`config.mk`:
```
export PLATFORM = sky130hd
export DESIGN_NAME = us_timer_bank
export DESIGN_NICKNAME = d
export VERILOG_FILES = /design/src/rtl/us_timer_bank.sv
export SDC_FILE = /design/constraint.sdc
export NUM_CORES = 1
export LEC_CHECK = 0
export ABC_CLOCK_PERIOD_IN_PS = 3370
export CORE_ASPECT_RATIO = 0.7
export CORE_MARGIN = 4
export CORE_UTILIZATION = 56
export DETAILED_ROUTE_END_ITERATION = 16
export PLACE_DENSITY = 0.75
export SETUP_SLACK_MARGIN = 0.4
export SYNTH_ARGS = -nofsm -noshare
export SYNTH_HDL_FRONTEND = slang
export SYNTH_SLANG_ARGS = --single-unit
export TNS_END_PERCENT = 5
```
`constraint.sdc`:
```
create_clock -name clk -period 3.37 [get_ports clk]
set_input_delay 0.674 -clock clk [delete_from_list [all_inputs] [get_ports clk]]
set_output_delay 0.674 -clock clk [all_outputs]
set_load 0.005 [all_outputs]
```
`src/rtl/us_timer_bank.sv`:
```
// Bank of independent microsecond timers: each channel counts clk cycles into
// microseconds and pulses done_o after the latched duration, one-shot or auto-reload.
module us_timer_bank #(
    parameter int  CLK_FREQ = 100_000_000,
    parameter int  NUM_CH   = 4,
    parameter int  MAX_US   = 1000,
    localparam int W        = $clog2(MAX_US + 1)
) (
    input  logic                clk,
    input  logic                rst_n,
    input  logic [NUM_CH-1:0]   start_i,
    input  logic [NUM_CH-1:0]   stop_i,
    input  logic [NUM_CH-1:0]   periodic_i,
    input  logic [NUM_CH*W-1:0] dur_i,
    output logic [NUM_CH-1:0]   busy_o,
    output logic [NUM_CH-1:0]   done_o,
    output logic [NUM_CH-1:0]   err_o
);

    localparam int             CYC      = CLK_FREQ / 1_000_000;
    localparam int             PW       = (CYC > 1) ? $clog2(CYC) : 1;
    localparam logic [PW-1:0]  PRE_LAST = PW'(CYC - 1);
    localparam logic [W-1:0]   DUR_MAX  = W'(MAX_US);

    typedef enum logic {
        IDLE    = 1'b0,
        RUNNING = 1'b1
    } state_t;

    function automatic logic [W-1:0] sat_dur(input logic [W-1:0] d);
        return (d > DUR_MAX) ? DUR_MAX : d;
    endfunction

    for (genvar c = 0; c < NUM_CH; c++) begin : g_ch
        state_t        state_q;
        logic [PW-1:0] pre_q;
        logic [W-1:0]  us_q;
        logic [W-1:0]  dur_q;
        logic          mode_q;
        logic          done_q;
        logic          err_q;

        logic [W-1:0]  dur_d;
        logic          start_ok_d;
        logic          expire_d;

        // Expiry is detected on the last cycle of the period so done_q rises
        // exactly D*CYC edges after the accepting edge.
        always_comb begin
            dur_d      = sat_dur(dur_i[c*W +: W]);
            start_ok_d = start_i[c] && (dur_d != '0);
            expire_d   = (state_q == RUNNING) && (pre_q == PRE_LAST) &&
                         (us_q == dur_q - 1'b1);
        end

        always_ff @(posedge clk or negedge rst_n) begin
            if (!rst_n) begin
                state_q <= IDLE;
                pre_q   <= '0;
                us_q    <= '0;
                dur_q   <= '0;
                mode_q  <= 1'b0;
                done_q  <= 1'b0;
                err_q   <= 1'b0;
            end else begin
                done_q <= 1'b0;
                err_q  <= 1'b0;
                if (stop_i[c]) begin
                    state_q <= IDLE;
                    pre_q   <= '0;
                    us_q    <= '0;
                end else if (start_ok_d) begin
                    // Start or retrigger: a coincident expiry is dropped.
                    state_q <= RUNNING;
                    pre_q   <= '0;
                    us_q    <= '0;
                    dur_q   <= dur_d;
                    mode_q  <= periodic_i[c];
                end else begin
                    err_q <= start_i[c];
                    if (state_q == RUNNING) begin
                        if (expire_d) begin
                            done_q <= 1'b1;
                            pre_q  <= '0;
                            us_q   <= '0;
                            if (!mode_q) begin
                                state_q <= IDLE;
                            end
                        end else if (pre_q == PRE_LAST) begin
                            pre_q <= '0;
                            us_q  <= us_q + 1'b1;
                        end else begin
                            pre_q <= pre_q + 1'b1;
                        end
                    end
                end
            end
        end

        assign busy_o[c] = (state_q == RUNNING);
        assign done_o[c] = done_q;
        assign err_o[c]  = err_q;
    end

endmodule

```
==> results_dict.tcl <==
set metrics [dict create \
    die_h_um 102.5 \
    rows 34 \
    synth_ff_type "dfrtp_1" \
    clockBufferDepth 2 \
    fin_hold_ws_ns 0.1088 \
    endpoint_kind "register" \
    routedWlPerCell_um 15.56 \
    critPathKind "reg -> reg" \
    antenna_cells 0 \
    hpwl_um 11420 \
    grt_pass1_vias 5901 \
    cts.htree.levels 4 \
    wirelength_um 15980 \
    port_buffers 65 \
    hp-class "in -> async" \
    cts-root-buf "clkbuf_16" \
    postLayoutCoreUtil 0.6802 \
    period_minus_slack_ns 2.804 \
    drtAntennaViolNets 0 \
    powerDensity_mw_per_mm2 484.7 \
    clock-sinks 124 \
    arrival_ns 3.09 \
    via_per_inst 5.753 \
    seq_area_mm2 0.003103 \
    syn_nets 861 \
    yosysSeqAreaShare 0.4347 \
    crit_path_max_incr_delay_ns 0.58 \
    drtIter0Drc 390 \
    maxCapViolCount 0 \
    post-route-period-util 0.8320 \
    intPower_w 0.003031 \
    drt_pre_antenna_iters 5 \
    ys_async_sr_fraction 1.000 \
    n_fill_cell 958 \
    cts_buffers 17 \
    start_kind "register" \
    worst_pin_slew_ns 0.6886 \
    io_pins 66 \
    die-width_um 142.9 \
    drc 0 \
    vias 5908 \
    insertion_delay_ns 0.41 \
    tritoncts "yes" \
    yosys_register_bits 124 \
    combPwrFrac 0.130 \
    dieArea_mm2 0.01465 \
    grt_util_all_layers 0.2270 \
    yosysUniqueCellTypes 61 \
    syn_inst 795 \
    cts_resized 0 \
    gp_congestion 0.8635 \
    crit_chain "or4_1 -> or4_4 -> xnor2_1 -> nor4_1 -> nand4_2 -> nand2b_2 -> nor2_2" \
    layout.cells.non_filler 1027 \
    p_switching_w 0.001078 \
    cts_post_setup_buffers_inserted 0 \
    dp.cells 995 \
    worstPathRequired_ns 3.66 \
    fmax_ghz 0.3566 \
    rsz0062_at_grt "false" \
    synthesis.area_mm2 0.007138 \
    leakage_nw 3.609 \
    core_mm2 0.01246 \
    yosysWarningCount 0 \
    synth-edff-count 0 \
    final_hold_viol_count 0 \
    synth.avg_cell_area_um2 8.979 \
    swShare 0.2624 \
    antenna_found_initial 0 \
    areaGrowthSynthToFinish_pct 18.77 \
    hold_buffers 0 \
    slew_violations 0 \
    num-nets-final 918 \
    multi_input_area_mm2 0.003765 \
    cp_max_fo 9 \
    seq_power_share 0.410 \
    clkSlewWorstSetupHoldPaths_ns 0.06 \
    status "finished clean" \
    grt-ovfl-total 0 \
    irDropWorstVdd_mv 0.4260 \
    fin_worst_skew_ns 0.009233 \
    slowest_stage "or4_1" \
    grt_pass1_wl_um 27080 \
    clock_power_share 0.461 \
    grt_max_degree 69 \
    timing.setup.tns_ns 0 \
    setup_violations 0 \
    slew_headroom 0.5367 \
    drive_gt1_frac 0.09133 \
    start_util 0.5727 \
]
-- cell type report --
| class | count | share of cell area |
|---|---|---|
| clock buffer | 19 | 0.05342 |
| inverter | 21 | 0.009298 |
| tap | 162 | 0.02391 |
| clock inverter | 13 | 0.01919 |
| timing repair buffer | 72 | 0.08412 |
| sequential | 124 | 0.3660 |
| multi-input combinational | 616 | 0.4441 |
-- Yosys cell counts (2+ instances only) --
cell,n,area [µm²]
or4_1,4,30.03
nand2_1,95,356.6
and3_1,12,75.07
xor2_1,55,481.7
a22o_1,3,26.28
buf_4,12,90.09
and2_1,4,25.02
o211ai_1,2,15.01
and3b_1,2,17.52
clkbuf_1,17,63.81
buf_2,3,15.01
a21o_1,3,22.52
nand2b_2,2,17.52
or2_2,3,18.77
and4_1,2,17.52
or3_1,8,50.05
inv_1,21,78.83
nor2_1,85,319.1
buf_6,2,22.52
nand4_2,2,25.02
o21ai_0,31,155.2
mux2_2,13,146.4
nand2b_1,15,93.84
xnor2_1,36,315.3
nand4_1,27,168.9
ha_1,12,150.1
nor3_1,31,155.2
a31oi_1,3,18.77
dfrtp_1,124,3103
nand3_1,49,245.2
o21ba_2,2,20.02
a221oi_1,2,17.52
nand3b_1,15,112.6
nor2_2,9,56.30
nor3b_1,7,52.55
o31ai_1,5,37.54
nor4_1,9,56.30
a21oi_1,33,165.2
mux2i_1,3,30.03
a31o_2,2,17.52
nor2b_1,10,62.56
-- registers in the layout, summed over array words and instances (netlist names) --
name          flops
g_ch.mode_q       4
g_ch.done_q       4
g_ch.pre_q       28
g_ch.dur_q       40
g_ch.err_q        4
g_ch.us_q        40
g_ch.state_q      4
-- worst max-delay path: cells and delay by family (launching register included) --
kind,cells,cell delay [ns]
XOR/XNOR,1,0.15
flip-flops,1,0.45
AND/OR/NAND/NOR,6,2.09
-- cell families after synthesis --
logic type	after synthesis	share of synthesized area
adder cells (fa/ha/maj)	12	0.02103
buffers and inverters	55	0.03786
flip-flops	124	0.4347
XOR/XNOR	91	0.1117
AND/OR/NAND/NOR	397	0.2819
multiplexers	16	0.02472
AO/OA/AOI/OAI	100	0.08817
-- stage by stage --
stage / power, W / instance area [µm²] / setup WS [ns]
global placement: 0.002201 / 7863 / 0.4807
global route: 0.004271 / 8478 / 0.4089
CTS: 0.004128 / 8478 / 0.5393
floorplan: 0.002024 / 7138 / 0.9650
finish: 0.004109 / 8478 / 0.5660
detailed placement: 0.002230 / 7863 / 0.4056
-- cell usage in the layout (no fill, tap or decap), types with 10 or more instances in the layout --
cell and instances:
clkdlybuf4s50_1 64, clkbuf_16 17, nand4_1 27, xnor2_1 36, dfrtp_1 124, ha_1 12, nor2_1 85, nand3_1 49
o21ai_0 31, nand2_1 95, nor2b_1 10, and3_1 12, nand2b_1 15, xor2_1 55, mux2_2 13, inv_1 21
nor3_1 31, nand3b_1 15, a21oi_1 33
-- per-layer routing --
| metal | vias up | GRT usage | part of all wire | wire, µm |
|---|---|---|---|---|
| li1 | 2885 | - | - | - |
| met1 | 2873 | 0.3159 | 0.49 | 7753 |
| met2 | 138 | 0.3593 | 0.46 | 7326 |
| met3 | 12 | 0.05005 | 0.047 | 751 |
| met4 | 0 | 0.07085 | 0.0091 | 146 |
| met5 | - | 0 | 0 | 0 |
-- power by group through the flow --
stage,combinational [W],sequential [W],clock (W)
finish,0.000533,0.00168,0.00189
global route,0.000594,0.00170,0.00198
CTS,0.000534,0.00168,0.00191
detailed placement,0.000525,0.00171,0
global placement,0.000499,0.00170,0
floorplan,0.000356,0.00167,0
-- path summary, 6_finish.rpt --
kind	start	end	slack, ns	depth (start not counted)
worst max-delay path	g_ch[1].dur_q[2]$_DFFE_PN0P_	g_ch[1].us_q[0]$_DFFE_PN0P_	0.57	7
worst min-delay path	rst_n	g_ch[0].pre_q[6]$_DFFE_PN0P_	0.11	1
worst max register to register	g_ch[1].dur_q[2]$_DFFE_PN0P_	g_ch[1].us_q[0]$_DFFE_PN0P_	0.57	7
worst min register to register	g_ch[1].mode_q$_DFFE_PN0P_	g_ch[1].mode_q$_DFFE_PN0P_	0.48	2
max in group asynchronous	rst_n	g_ch[3].dur_q[7]$_DFFE_PN0P_	2.46	2
min in group clk	g_ch[1].mode_q$_DFFE_PN0P_	g_ch[1].mode_q$_DFFE_PN0P_	0.48	2
Power figures use the tool's default switching activity.
